==> src/rtl/cmd_receiver_if.sv <==
// Command bus between a strobe-driven command source and cmd_receiver.
// Latency: none (wires only).
// Backpressure: none; strobes are level-qualified and readback never stalls.
interface cmd_receiver_if;
    logic [7:0]  addr_in;
    logic [7:0]  data_in;
    logic        sw_in;
    logic [31:0] data32_in;
    logic        sw32_in;
    logic [7:0]  rd_addr;
    logic        rd_req;
    logic        wr_pulse;
    logic [7:0]  wr_addr;
    logic [7:0]  wr_data;
    logic        wr32_pulse;
    logic [31:0] wr32_data;
    logic [7:0]  rd_data;
    logic        rd_valid;
    logic        err_short;
    logic        err_range;
    logic        busy;

    modport master (
        output addr_in, data_in, sw_in, data32_in, sw32_in, rd_addr, rd_req,
        input  wr_pulse, wr_addr, wr_data, wr32_pulse, wr32_data,
               rd_data, rd_valid, err_short, err_range, busy
    );

    modport slave (
        input  addr_in, data_in, sw_in, data32_in, sw32_in, rd_addr, rd_req,
        output wr_pulse, wr_addr, wr_data, wr32_pulse, wr32_data,
               rd_data, rd_valid, err_short, err_range, busy
    );
endinterface

==> src/rtl/cmd_receiver.sv <==
// Qualifies stretched write strobes (QUAL high samples) and commits to an NREG x 8 register file; 32-bit path under CMD_RECEIVER_DATA32_EN.
// Latency: commit pulse QUAL cycles after the first high strobe sample; readback one cycle after rd_req.
// Backpressure: none; a held strobe commits once and the FSM waits in HOLD until strobes drop.
module cmd_receiver #(
    parameter int NREG = 16,
    parameter int QUAL = 4
) (
    input  logic           clk,
    input  logic           reset,
    cmd_receiver_if.slave  bus
);

    localparam logic [7:0] QUAL_W = 8'(QUAL);

    typedef enum logic [2:0] {
        IDLE     = 3'd0,
        QUAL8    = 3'd1,
`ifdef CMD_RECEIVER_DATA32_EN
        QUAL32   = 3'd2,
        COMMIT32 = 3'd4,
`endif
        COMMIT8  = 3'd3,
        HOLD     = 3'd5
    } state_e;

    state_e      state_q, state_d;
    logic [7:0]  count_q, count_d;
    logic        sw_q, sw_d;
    logic [7:0]  cap_addr_q, cap_addr_d;
    logic [7:0]  cap_data_q, cap_data_d;
    logic [7:0]  reg_q [NREG];
    logic [7:0]  reg_d [NREG];
    logic        wr_pulse_q, wr_pulse_d;
    logic [7:0]  wr_addr_q, wr_addr_d;
    logic [7:0]  wr_data_q, wr_data_d;
    logic [7:0]  rd_data_q, rd_data_d;
    logic        rd_valid_q, rd_valid_d;
    logic        err_short_q, err_short_d;
    logic        err_range_q, err_range_d;
    logic        hit;
    logic        sw_rise;
    logic        strobes_low;

`ifdef CMD_RECEIVER_DATA32_EN
    logic        sw32_q, sw32_d;
    logic [31:0] cap32_q, cap32_d;
    logic        wr32_pulse_q, wr32_pulse_d;
    logic [31:0] wr32_data_q, wr32_data_d;
    logic        sw32_rise;

    assign sw32_rise   = bus.sw32_in & ~sw32_q;
    assign strobes_low = ~bus.sw_in & ~bus.sw32_in;
`else
    logic unused_data32;

    assign unused_data32 = ^{bus.sw32_in, bus.data32_in};
    assign strobes_low   = ~bus.sw_in;
`endif

    assign sw_rise = bus.sw_in & ~sw_q;

    // Next-state, register-file update and output-pulse generation.
    always_comb begin
        state_d     = state_q;
        count_d     = count_q;
        sw_d        = bus.sw_in;
        cap_addr_d  = cap_addr_q;
        cap_data_d  = cap_data_q;
        reg_d       = reg_q;
        wr_pulse_d  = 1'b0;
        wr_addr_d   = wr_addr_q;
        wr_data_d   = wr_data_q;
        err_short_d = 1'b0;
        err_range_d = 1'b0;
        hit         = 1'b0;
`ifdef CMD_RECEIVER_DATA32_EN
        sw32_d       = bus.sw32_in;
        cap32_d      = cap32_q;
        wr32_pulse_d = 1'b0;
        wr32_data_d  = wr32_data_q;
`endif
        case (state_q)
            IDLE: begin
                // 8-bit strobe wins when both rise together.
                if (sw_rise) begin
                    count_d    = 8'd1;
                    cap_addr_d = bus.addr_in;
                    cap_data_d = bus.data_in;
                    state_d    = (QUAL_W == 8'd1) ? COMMIT8 : QUAL8;
                end
`ifdef CMD_RECEIVER_DATA32_EN
                else if (sw32_rise) begin
                    count_d = 8'd1;
                    cap32_d = bus.data32_in;
                    state_d = (QUAL_W == 8'd1) ? COMMIT32 : QUAL32;
                end
`endif
            end
            QUAL8: begin
                // Recapturing every high cycle leaves the qualifying cycle's value.
                if (bus.sw_in) begin
                    count_d    = count_q + 8'd1;
                    cap_addr_d = bus.addr_in;
                    cap_data_d = bus.data_in;
                    if (count_q + 8'd1 == QUAL_W) state_d = COMMIT8;
                end else begin
                    err_short_d = 1'b1;
                    count_d     = 8'd0;
                    state_d     = IDLE;
                end
            end
            COMMIT8: begin
                for (int i = 0; i < NREG; i++) begin
                    if (cap_addr_q == 8'(i)) begin
                        hit      = 1'b1;
                        reg_d[i] = cap_data_q;
                    end
                end
                if (hit) begin
                    wr_pulse_d = 1'b1;
                    wr_addr_d  = cap_addr_q;
                    wr_data_d  = cap_data_q;
                end else begin
                    err_range_d = 1'b1;
                end
                count_d = 8'd0;
                state_d = HOLD;
            end
`ifdef CMD_RECEIVER_DATA32_EN
            QUAL32: begin
                if (bus.sw32_in) begin
                    count_d = count_q + 8'd1;
                    cap32_d = bus.data32_in;
                    if (count_q + 8'd1 == QUAL_W) state_d = COMMIT32;
                end else begin
                    err_short_d = 1'b1;
                    count_d     = 8'd0;
                    state_d     = IDLE;
                end
            end
            COMMIT32: begin
                wr32_pulse_d = 1'b1;
                wr32_data_d  = cap32_q;
                count_d      = 8'd0;
                state_d      = HOLD;
            end
`endif
            HOLD: begin
                if (strobes_low) state_d = IDLE;
            end
            default: begin
                count_d = 8'd0;
                state_d = IDLE;
            end
        endcase
    end

    // Readback path: reads the pre-commit contents, independent of FSM state.
    always_comb begin
        rd_valid_d = bus.rd_req;
        rd_data_d  = rd_data_q;
        if (bus.rd_req) begin
            rd_data_d = 8'h00;
            for (int i = 0; i < NREG; i++) begin
                if (bus.rd_addr == 8'(i)) rd_data_d = reg_q[i];
            end
        end
    end

    // State and datapath registers with synchronous active-low reset.
    always_ff @(posedge clk) begin
        if (!reset) begin
            state_q     <= IDLE;
            count_q     <= 8'd0;
            sw_q        <= 1'b0;
            cap_addr_q  <= 8'h00;
            cap_data_q  <= 8'h00;
            reg_q       <= '{default: 8'h00};
            wr_pulse_q  <= 1'b0;
            wr_addr_q   <= 8'h00;
            wr_data_q   <= 8'h00;
            rd_data_q   <= 8'h00;
            rd_valid_q  <= 1'b0;
            err_short_q <= 1'b0;
            err_range_q <= 1'b0;
`ifdef CMD_RECEIVER_DATA32_EN
            sw32_q       <= 1'b0;
            cap32_q      <= 32'h0;
            wr32_pulse_q <= 1'b0;
            wr32_data_q  <= 32'h0;
`endif
        end else begin
            state_q     <= state_d;
            count_q     <= count_d;
            sw_q        <= sw_d;
            cap_addr_q  <= cap_addr_d;
            cap_data_q  <= cap_data_d;
            reg_q       <= reg_d;
            wr_pulse_q  <= wr_pulse_d;
            wr_addr_q   <= wr_addr_d;
            wr_data_q   <= wr_data_d;
            rd_data_q   <= rd_data_d;
            rd_valid_q  <= rd_valid_d;
            err_short_q <= err_short_d;
            err_range_q <= err_range_d;
`ifdef CMD_RECEIVER_DATA32_EN
            sw32_q       <= sw32_d;
            cap32_q      <= cap32_d;
            wr32_pulse_q <= wr32_pulse_d;
            wr32_data_q  <= wr32_data_d;
`endif
        end
    end

    assign bus.wr_pulse  = wr_pulse_q;
    assign bus.wr_addr   = wr_addr_q;
    assign bus.wr_data   = wr_data_q;
    assign bus.rd_data   = rd_data_q;
    assign bus.rd_valid  = rd_valid_q;
    assign bus.err_short = err_short_q;
    assign bus.err_range = err_range_q;
    assign bus.busy      = (state_q != IDLE);
`ifdef CMD_RECEIVER_DATA32_EN
    assign bus.wr32_pulse = wr32_pulse_q;
    assign bus.wr32_data  = wr32_data_q;
`else
    assign bus.wr32_pulse = 1'b0;
    assign bus.wr32_data  = 32'h0;
`endif

endmodule

==> src/flat_wrapper.sv <==
// flat-port wrapper written by rule: the top's interface ports become plain ports
module cmd_receiver_flat 
#(
    parameter int NREG = 16,
    parameter int QUAL = 4
)
  (clk, reset, bus_addr_in, bus_data_in, bus_sw_in, bus_data32_in, bus_sw32_in, bus_rd_addr, bus_rd_req, bus_wr_pulse, bus_wr_addr, bus_wr_data, bus_wr32_pulse, bus_wr32_data, bus_rd_data, bus_rd_valid, bus_err_short, bus_err_range, bus_busy);
  cmd_receiver_if bus_i ();
  input  logic clk;
  input  logic reset;
  input wire logic [$bits(bus_i.addr_in)-1:0] bus_addr_in;
  input wire logic [$bits(bus_i.data_in)-1:0] bus_data_in;
  input wire logic [$bits(bus_i.sw_in)-1:0] bus_sw_in;
  input wire logic [$bits(bus_i.data32_in)-1:0] bus_data32_in;
  input wire logic [$bits(bus_i.sw32_in)-1:0] bus_sw32_in;
  input wire logic [$bits(bus_i.rd_addr)-1:0] bus_rd_addr;
  input wire logic [$bits(bus_i.rd_req)-1:0] bus_rd_req;
  output wire logic [$bits(bus_i.wr_pulse)-1:0] bus_wr_pulse;
  output wire logic [$bits(bus_i.wr_addr)-1:0] bus_wr_addr;
  output wire logic [$bits(bus_i.wr_data)-1:0] bus_wr_data;
  output wire logic [$bits(bus_i.wr32_pulse)-1:0] bus_wr32_pulse;
  output wire logic [$bits(bus_i.wr32_data)-1:0] bus_wr32_data;
  output wire logic [$bits(bus_i.rd_data)-1:0] bus_rd_data;
  output wire logic [$bits(bus_i.rd_valid)-1:0] bus_rd_valid;
  output wire logic [$bits(bus_i.err_short)-1:0] bus_err_short;
  output wire logic [$bits(bus_i.err_range)-1:0] bus_err_range;
  output wire logic [$bits(bus_i.busy)-1:0] bus_busy;
  assign bus_i.addr_in = bus_addr_in;
  assign bus_i.data_in = bus_data_in;
  assign bus_i.sw_in = bus_sw_in;
  assign bus_i.data32_in = bus_data32_in;
  assign bus_i.sw32_in = bus_sw32_in;
  assign bus_i.rd_addr = bus_rd_addr;
  assign bus_i.rd_req = bus_rd_req;
  assign bus_wr_pulse = bus_i.wr_pulse;
  assign bus_wr_addr = bus_i.wr_addr;
  assign bus_wr_data = bus_i.wr_data;
  assign bus_wr32_pulse = bus_i.wr32_pulse;
  assign bus_wr32_data = bus_i.wr32_data;
  assign bus_rd_data = bus_i.rd_data;
  assign bus_rd_valid = bus_i.rd_valid;
  assign bus_err_short = bus_i.err_short;
  assign bus_err_range = bus_i.err_range;
  assign bus_busy = bus_i.busy;
  cmd_receiver #(.NREG(NREG), .QUAL(QUAL)) u_core (.clk(clk), .reset(reset), .bus(bus_i));
endmodule
==> config.mk <==
export PLATFORM = sky130hd
export DESIGN_NAME = cmd_receiver_flat
export DESIGN_NICKNAME = d
export VERILOG_FILES = /design/src/rtl/cmd_receiver_if.sv /design/src/rtl/cmd_receiver.sv /design/src/flat_wrapper.sv
export SDC_FILE = /design/constraint.sdc
export NUM_CORES = 1
export LEC_CHECK = 0
export CAP_MARGIN = 5
export CORE_MARGIN = 5
export CORE_UTILIZATION = 50
export DETAILED_ROUTE_END_ITERATION = 7
export HOLD_SLACK_MARGIN = 0.02
export PLACE_DENSITY = 0.88
export RECOVER_POWER = 25
export SYNTH_ARGS = -nofsm -noshare
export SYNTH_HDL_FRONTEND = slang
export SYNTH_SLANG_ARGS = --single-unit
export TNS_END_PERCENT = 50
==> constraint.sdc <==
create_clock -name clk -period 1.86 [get_ports clk]
set_input_delay 0.186 -clock clk [delete_from_list [all_inputs] [get_ports clk]]
set_output_delay 0.186 -clock clk [all_outputs]
set_load 0.02 [all_outputs]
# == Yosys cells after proc, flatten, opt, wreduce, memory -nomap -nowiden ==
# Index checks and enable logic that the tools add are counted.
# word_totals
reg_bits,184
inputBits,61
out_inout_bits,62
# classes
n_addsub,1
n_eq_ne,38
muxes,50
n_bitwise,3
reduce_logical,27
# op_table
op,n
8-bit two-way mux,22
8-bit by 4-bit == test with 1-bit output (second input constant),16
8-bit by 3-bit == test with 1-bit output (second input constant),9
2-bit AND reduction,20
8-bit by 2-bit == test with 1-bit output (second input constant),4
8-bit case mux with 2 select lines,2
8-bit case mux with 3 select lines,1
1-bit two-way mux,20
8-bit by 1-bit == test with 1-bit output (second input constant),2
8-bit logical NOT,2
3-bit two-way mux,4
3-bit case mux with 4 select lines,1
8-bit by 1-bit adder with 8-bit output (second input constant),1
3-bit AND reduction,2
2-bit != test (second input constant),2
3-bit by 1-bit == test with 1-bit output (second input constant),1
3-bit by 2-bit == test with 1-bit output (second input constant),1
3-bit == test (second input constant),1
3-bit logical NOT,1
3-bit by 2-bit != test with 1-bit output (second input constant),1
3-bit nonzero test,1
2-bit by 1-bit != test with 1-bit output (second input constant),1
1-bit inverter,2
2-bit nonzero test,1
1-bit AND,1

# == Depth between registers and ports, before layout ==
# depth
depth_word,19
mapped_depth,8

# == Worst setup path after synthesis ==
# Ideal clock, no wire load.
# synth_timing
kind,register to register
start,register u_core.cap_addr_q[7]
end,register u_core.reg_q[56] in the netlist's numbering
arrival_time_ns,1.877
required_ns,1.790
slack_ns,-0.087
stages_incl_launch_ff,6
path_buffers,0
cell_sequence,dfxtp_1 > or4_4 > or4_4 > nor3_4 > nand2_1 > a21boi_1
# synth_via
elab_chain_len,2
# synth_lines
item,line,source
"start, declared",cmd_receiver.sv:29,"logic [7:0] cap_addr_q, cap_addr_d;"
"start signal, assigned",cmd_receiver.sv:196,cap_addr_q <= cap_addr_d;
8-bit by 4-bit == test with 1-bit output,cmd_receiver.sv:114,if (cap_addr_q == 8'(i)) begin
2-bit AND reduction (no source line),-,
"end signal, assigned",cmd_receiver.sv:198,reg_q <= reg_d;
"end, declared",cmd_receiver.sv:31,logic [7:0] reg_q [NREG];
# Every way passes these cells.
# A chain may end at the register's enable or synchronous reset.

# == Final worst setup path ==
# layout_timing
start,register u_core.cap_addr_q[7]
end,register u_core.reg_q[108] in the netlist's numbering
# layout_via
elab_chain_len,2
# layout_lines
item,line
8-bit by 2-bit == test with 1-bit output,cmd_receiver.sv:114
2-bit AND reduction (no source line),-
# Every way passes these cells.

==> impl_metrics.env <==
export IMPL_reg2regPathDepth=9
export IMPL_syn_avg_cell_area_um2=8.266
export IMPL_floorplan_initialDensity_pct=50.85
export IMPL_worstReg2RegStart="u_core.cap_addr_q[7]$_SDFFE_PN0P_"
export IMPL_sw_frac_of_total_pct=27.29
export IMPL_die_width_um=142.6
export IMPL_netlist_instances=1064
export IMPL_worstPathCellList="or4_4 -> buf_6 -> nor4_4 -> buf_6 -> buf_4 -> buf_6 -> nand2_8 -> nand2_1 -> a21boi_0"
export IMPL_yosys_top_cells_count="297 x nand2_1, 184 x dfxtp_1, 122 x a21boi_0"
export IMPL_seq_power_share_pct=47.4
export IMPL_drtPass1Iterations=6
export IMPL_hold_path_end="u_core.bus.rd_data[2]$_SDFFE_PN0P_"
export IMPL_final_core_util_pct=63.90
export IMPL_core_area_um2=17300
export IMPL_mapped_area_um2=8795
export IMPL_dp_hpwl_mm=18.18
export IMPL_post_synth_mux_area_share_pct=7.768
export IMPL_synth_yosys_seq_area_share_pct=41.88
export IMPL_nets=1238
export IMPL_combinational_family_with_the_most_area_after_synthesis="simple AND/OR/NAND/NOR gates"
export IMPL_worst_ir_drop_on_vdd_uv=709.6
export IMPL_critical_path_top_cell_by_count="buf_6"
export IMPL_drc_errors=0
export IMPL_dr_first_iter_drc_count=990
export IMPL_finalWorstSetupSlack_ns=-0.1705
export IMPL_antenna_violating_nets_post_route=0
export IMPL_seq_area_um2=3685
export IMPL_clk_pin_slew_worst_setup_hold_paths_ns=0.07
export IMPL_finalSetupViolations=85
export IMPL_cellPowerDensity_nw_per_um2=765.5
export IMPL_worst_r2r_setup_slack_ns=-0.17
export IMPL_cp_data_required_time_ns=2.18
export IMPL_power_leakage_nw=4.100
export IMPL_synth_async_reset_ratio_pct=0
export IMPL_yosys_most_used_dff="dfxtp_1"
export IMPL_hp_start="reset"
export IMPL_via_count_of_the_first_global_routing_pass=7910
export IMPL_areaGrowthSynthToFinish_pct=25.66
export IMPL_cpMaxStageDelayCell="or4_4"
export IMPL_aggregate_global_route_resource_usage_pct=25.47
export IMPL_post_layout_total_power_mw=8.460
export IMPL_internal_portion_of_total_power_mw=6.151
export IMPL_viasPerCell=5.741
export IMPL_synth_area_leaders="dfxtp_1 42%, nand2_1 13%, a21boi_0 10%"
export IMPL_clock_sinks=184
export IMPL_yosys_area_share_xor_xnor_pct=0
export IMPL_critical_path_reg2reg_endpoint="u_core.reg_q[108]$_SDFFE_PN0P_"
export IMPL_final_worst_clock_skew_ns=0.01035
export IMPL_violations_in_the_final_reports="negative setup slack"
export IMPL_detailroute_via_count=8118
export IMPL_crit_buf_inv=4
export IMPL_antenna_found_initial=0
export IMPL_worst_hold_stages=3
export IMPL_cts_htree_levels=4
export IMPL_multi_input_comb_area_um2=4905
export IMPL_slowest_delay_ns=0.54
export IMPL_die_height_um=142.6
export IMPL_floorplan_die_area_um2=20340
export IMPL_critical_path_startpoint="u_core.cap_addr_q[7]$_SDFFE_PN0P_"
export IMPL_critical_path_startpoint_type="flip-flop"
export IMPL_design_portCount=123
export IMPL_grt_first_pass_wirelength_mm=40.82
export IMPL_post_synth_num_cell_types=62
export IMPL_yosysTopAreaCellShare_pct=41.88
export IMPL_gr_total_overflow=0
export IMPL_cts_inserted_buffers=17
export IMPL_detail_route_wirelength_mm=26.96
export IMPL_drive_above_1_share_pct=19.93
export IMPL_fillerInstances=1367
export IMPL_timing_max_transition_violations_final=0
export IMPL_setup_worst_path_end_class="flip-flop"
export IMPL_pwr_share_comb_pct=10.6
export IMPL_hold_buffers=0
export IMPL_post_route_fraction_of_the_period_consumed_by_the_critical_path_pct=109.2
export IMPL_switchingPower_mw=2.309
export IMPL_synth_simple_gate_area_share_pct=23.97
export IMPL_max_freq_mhz=492.5
export IMPL_number_of_flops_mapped_to_enable_cells_by_yosys=0
export IMPL_diodes=0
export IMPL_post_synth_fa_ha_maj_area_fraction_pct=0.1423
export IMPL_clockBufferDepth=2
export IMPL_num_rows=48
export IMPL_buffer_ports_inserted=56
export IMPL_path_delay_family="simple AND/OR/NAND/NOR gates"
export IMPL_synth_largest_area_cell="dfxtp_1"
export IMPL_worst_hold_path_type="in2reg"
export IMPL_synth_warnings=0
export IMPL_critical_path_arrival_ns=2.35
export IMPL_timing_setup_critical_path_class="reg2reg"
export IMPL_insertion_delay_ns=0.45
export IMPL_critical_path_max_fanout=8
export IMPL_largest_net_degree_at_the_start_of_global_routing=91
export IMPL_synth_seq_cells=184
export IMPL_grt_setup_unrepaired="true"
export IMPL_final_hold_viol_count=0
export IMPL_share_clk_of_total_power_pct=42.0
export IMPL_setup_tns_ns=-6.715
export IMPL_timing_max_cap_violations=0
export IMPL_placer_s_final_routability_congestion_estimate=0.9845
export IMPL_synth_compound_area_share_pct=19.49
export IMPL_cts_root_buffer="clkbuf_16"
export IMPL_tritoncts_clock_tree="yes"
export IMPL_detail_route_wl_per_cell_um=19.07
export IMPL_period_minus_slack_ns=2.031
export IMPL_status="complete, but fails checks"
export IMPL_cell_with_the_most_instances_after_synthesis="nand2_1"
cell type report:
cell class	count	area share, %
multi-input cells	791	44.38
flip-flops and latches	184	33.34
inverters	10	0.3396
well taps	225	2.547
clock inverters	15	1.438
clock buffers	17	3.849
repair buffers	172	14.11
timing repair:
item                       4_1_cts  5_1_grt
setup endpoints to repair      129      119
setup buffers                    4        2
cloned                           0        0
resized for setup               51       83
pin swaps                       28       49
sequential cells by signal, summed over array words and instances, names as in the netlist:
name and count:
u_core.reg_q 128, u_core.bus.rd_data 8, u_core.bus.wr_addr 8, u_core.bus.wr_data 8, u_core.cap_addr_q 8, u_core.cap_data_q 8, u_core.count_q 8, u_core.state_q 3
u_core.bus.err_range 1, u_core.bus.err_short 1, u_core.bus.rd_valid 1, u_core.bus.wr_pulse 1, u_core.sw_q 1
how the worst max path moves through the flow:
| stage | slack, ns | endpoint | cells past startpoint |
|---|---|---|---|
| global placement | -0.36 | u_core.bus.rd_data[2]$_SDFFE_PN0P_ | 8 |
| global route | -0.25 | u_core.reg_q[101]$_SDFFE_PN0P_ | 8 |
| finish | -0.17 | u_core.reg_q[108]$_SDFFE_PN0P_ | 9 |
| floorplan | -0.09 | u_core.reg_q[56]$_SDFFE_PN0P_ | 5 |
| CTS | -0.19 | u_core.reg_q[58]$_SDFFE_PN0P_ | 6 |
| detailed placement | -0.39 | u_core.bus.rd_data[4]$_SDFFE_PN0P_ | 9 |
placed cells by master (no fill, tap or decap), types with 6 or more instances in the layout:
cell	n
nand2_1	266
dfxtp_1	183
buf_4	99
a21boi_0	62
a21boi_1	58
clkdlybuf4s50_1	51
mux2i_1	48
nor2b_1	42
conb_1	33
nor2_1	26
a21oi_1	25
o21ai_0	24
nand2_2	24
clkbuf_16	17
a21boi_2	16
and3_1	13
nand2b_1	12
nand3_1	12
buf_12	10
inv_1	9
mux2_2	6
o22ai_1	6
mux4_2	6
nand2_4	6
worst register-to-register path, cell delays in order, from the launching register on:
cell and delay (ns):
dfxtp_2 0.32, or4_4 0.55, buf_6 0.15, nor4_4 0.22, buf_6 0.17, buf_4 0.14, buf_6 0.11, nand2_8 0.08
nand2_1 0.08, a21boi_0 0.09
through the flow:
step                instance area (µm²)  setup WS, ns  hold WS (ns)  cells
floorplan                          8916      -0.08702        0.2646   1096
global placement                  10160       -0.3569        0.4359   1378
detailed placement                10160       -0.3918        0.4416   1378
CTS                               10840       -0.1881        0.2062   1414
global route                      11050       -0.2503        0.2807   1414
finish                            11050       -0.1705        0.2492   1414
power groups by stage:
stage | Sequential, mW | Combinational [mW] | Clock (mW)
finish | 4.01 | 0.900 | 3.55
global route | 4.01 | 0.942 | 3.75
CTS | 4.01 | 0.845 | 3.56
detailed placement | 4.10 | 0.832 | 0
global placement | 4.10 | 0.823 | 0
floorplan | 4.08 | 0.513 | 0
kinds of logic (layout without fill, tap and decap cells):
logic type,count (synthesis),in the layout
compound gates,239,239
fa+ha+maj,1,1
mux,60,60
buf+inv,121,214
simple gates,458,458
other cells,1,33
flops,184,184
metal layers:
layer	wire length [µm]	track usage, %
met1	11070	32.09
met2	13090	42.85
met3	2013	5.492
met4	786	9.705
met5	0	0
Note: power is estimated with default switching activity, not from simulation.
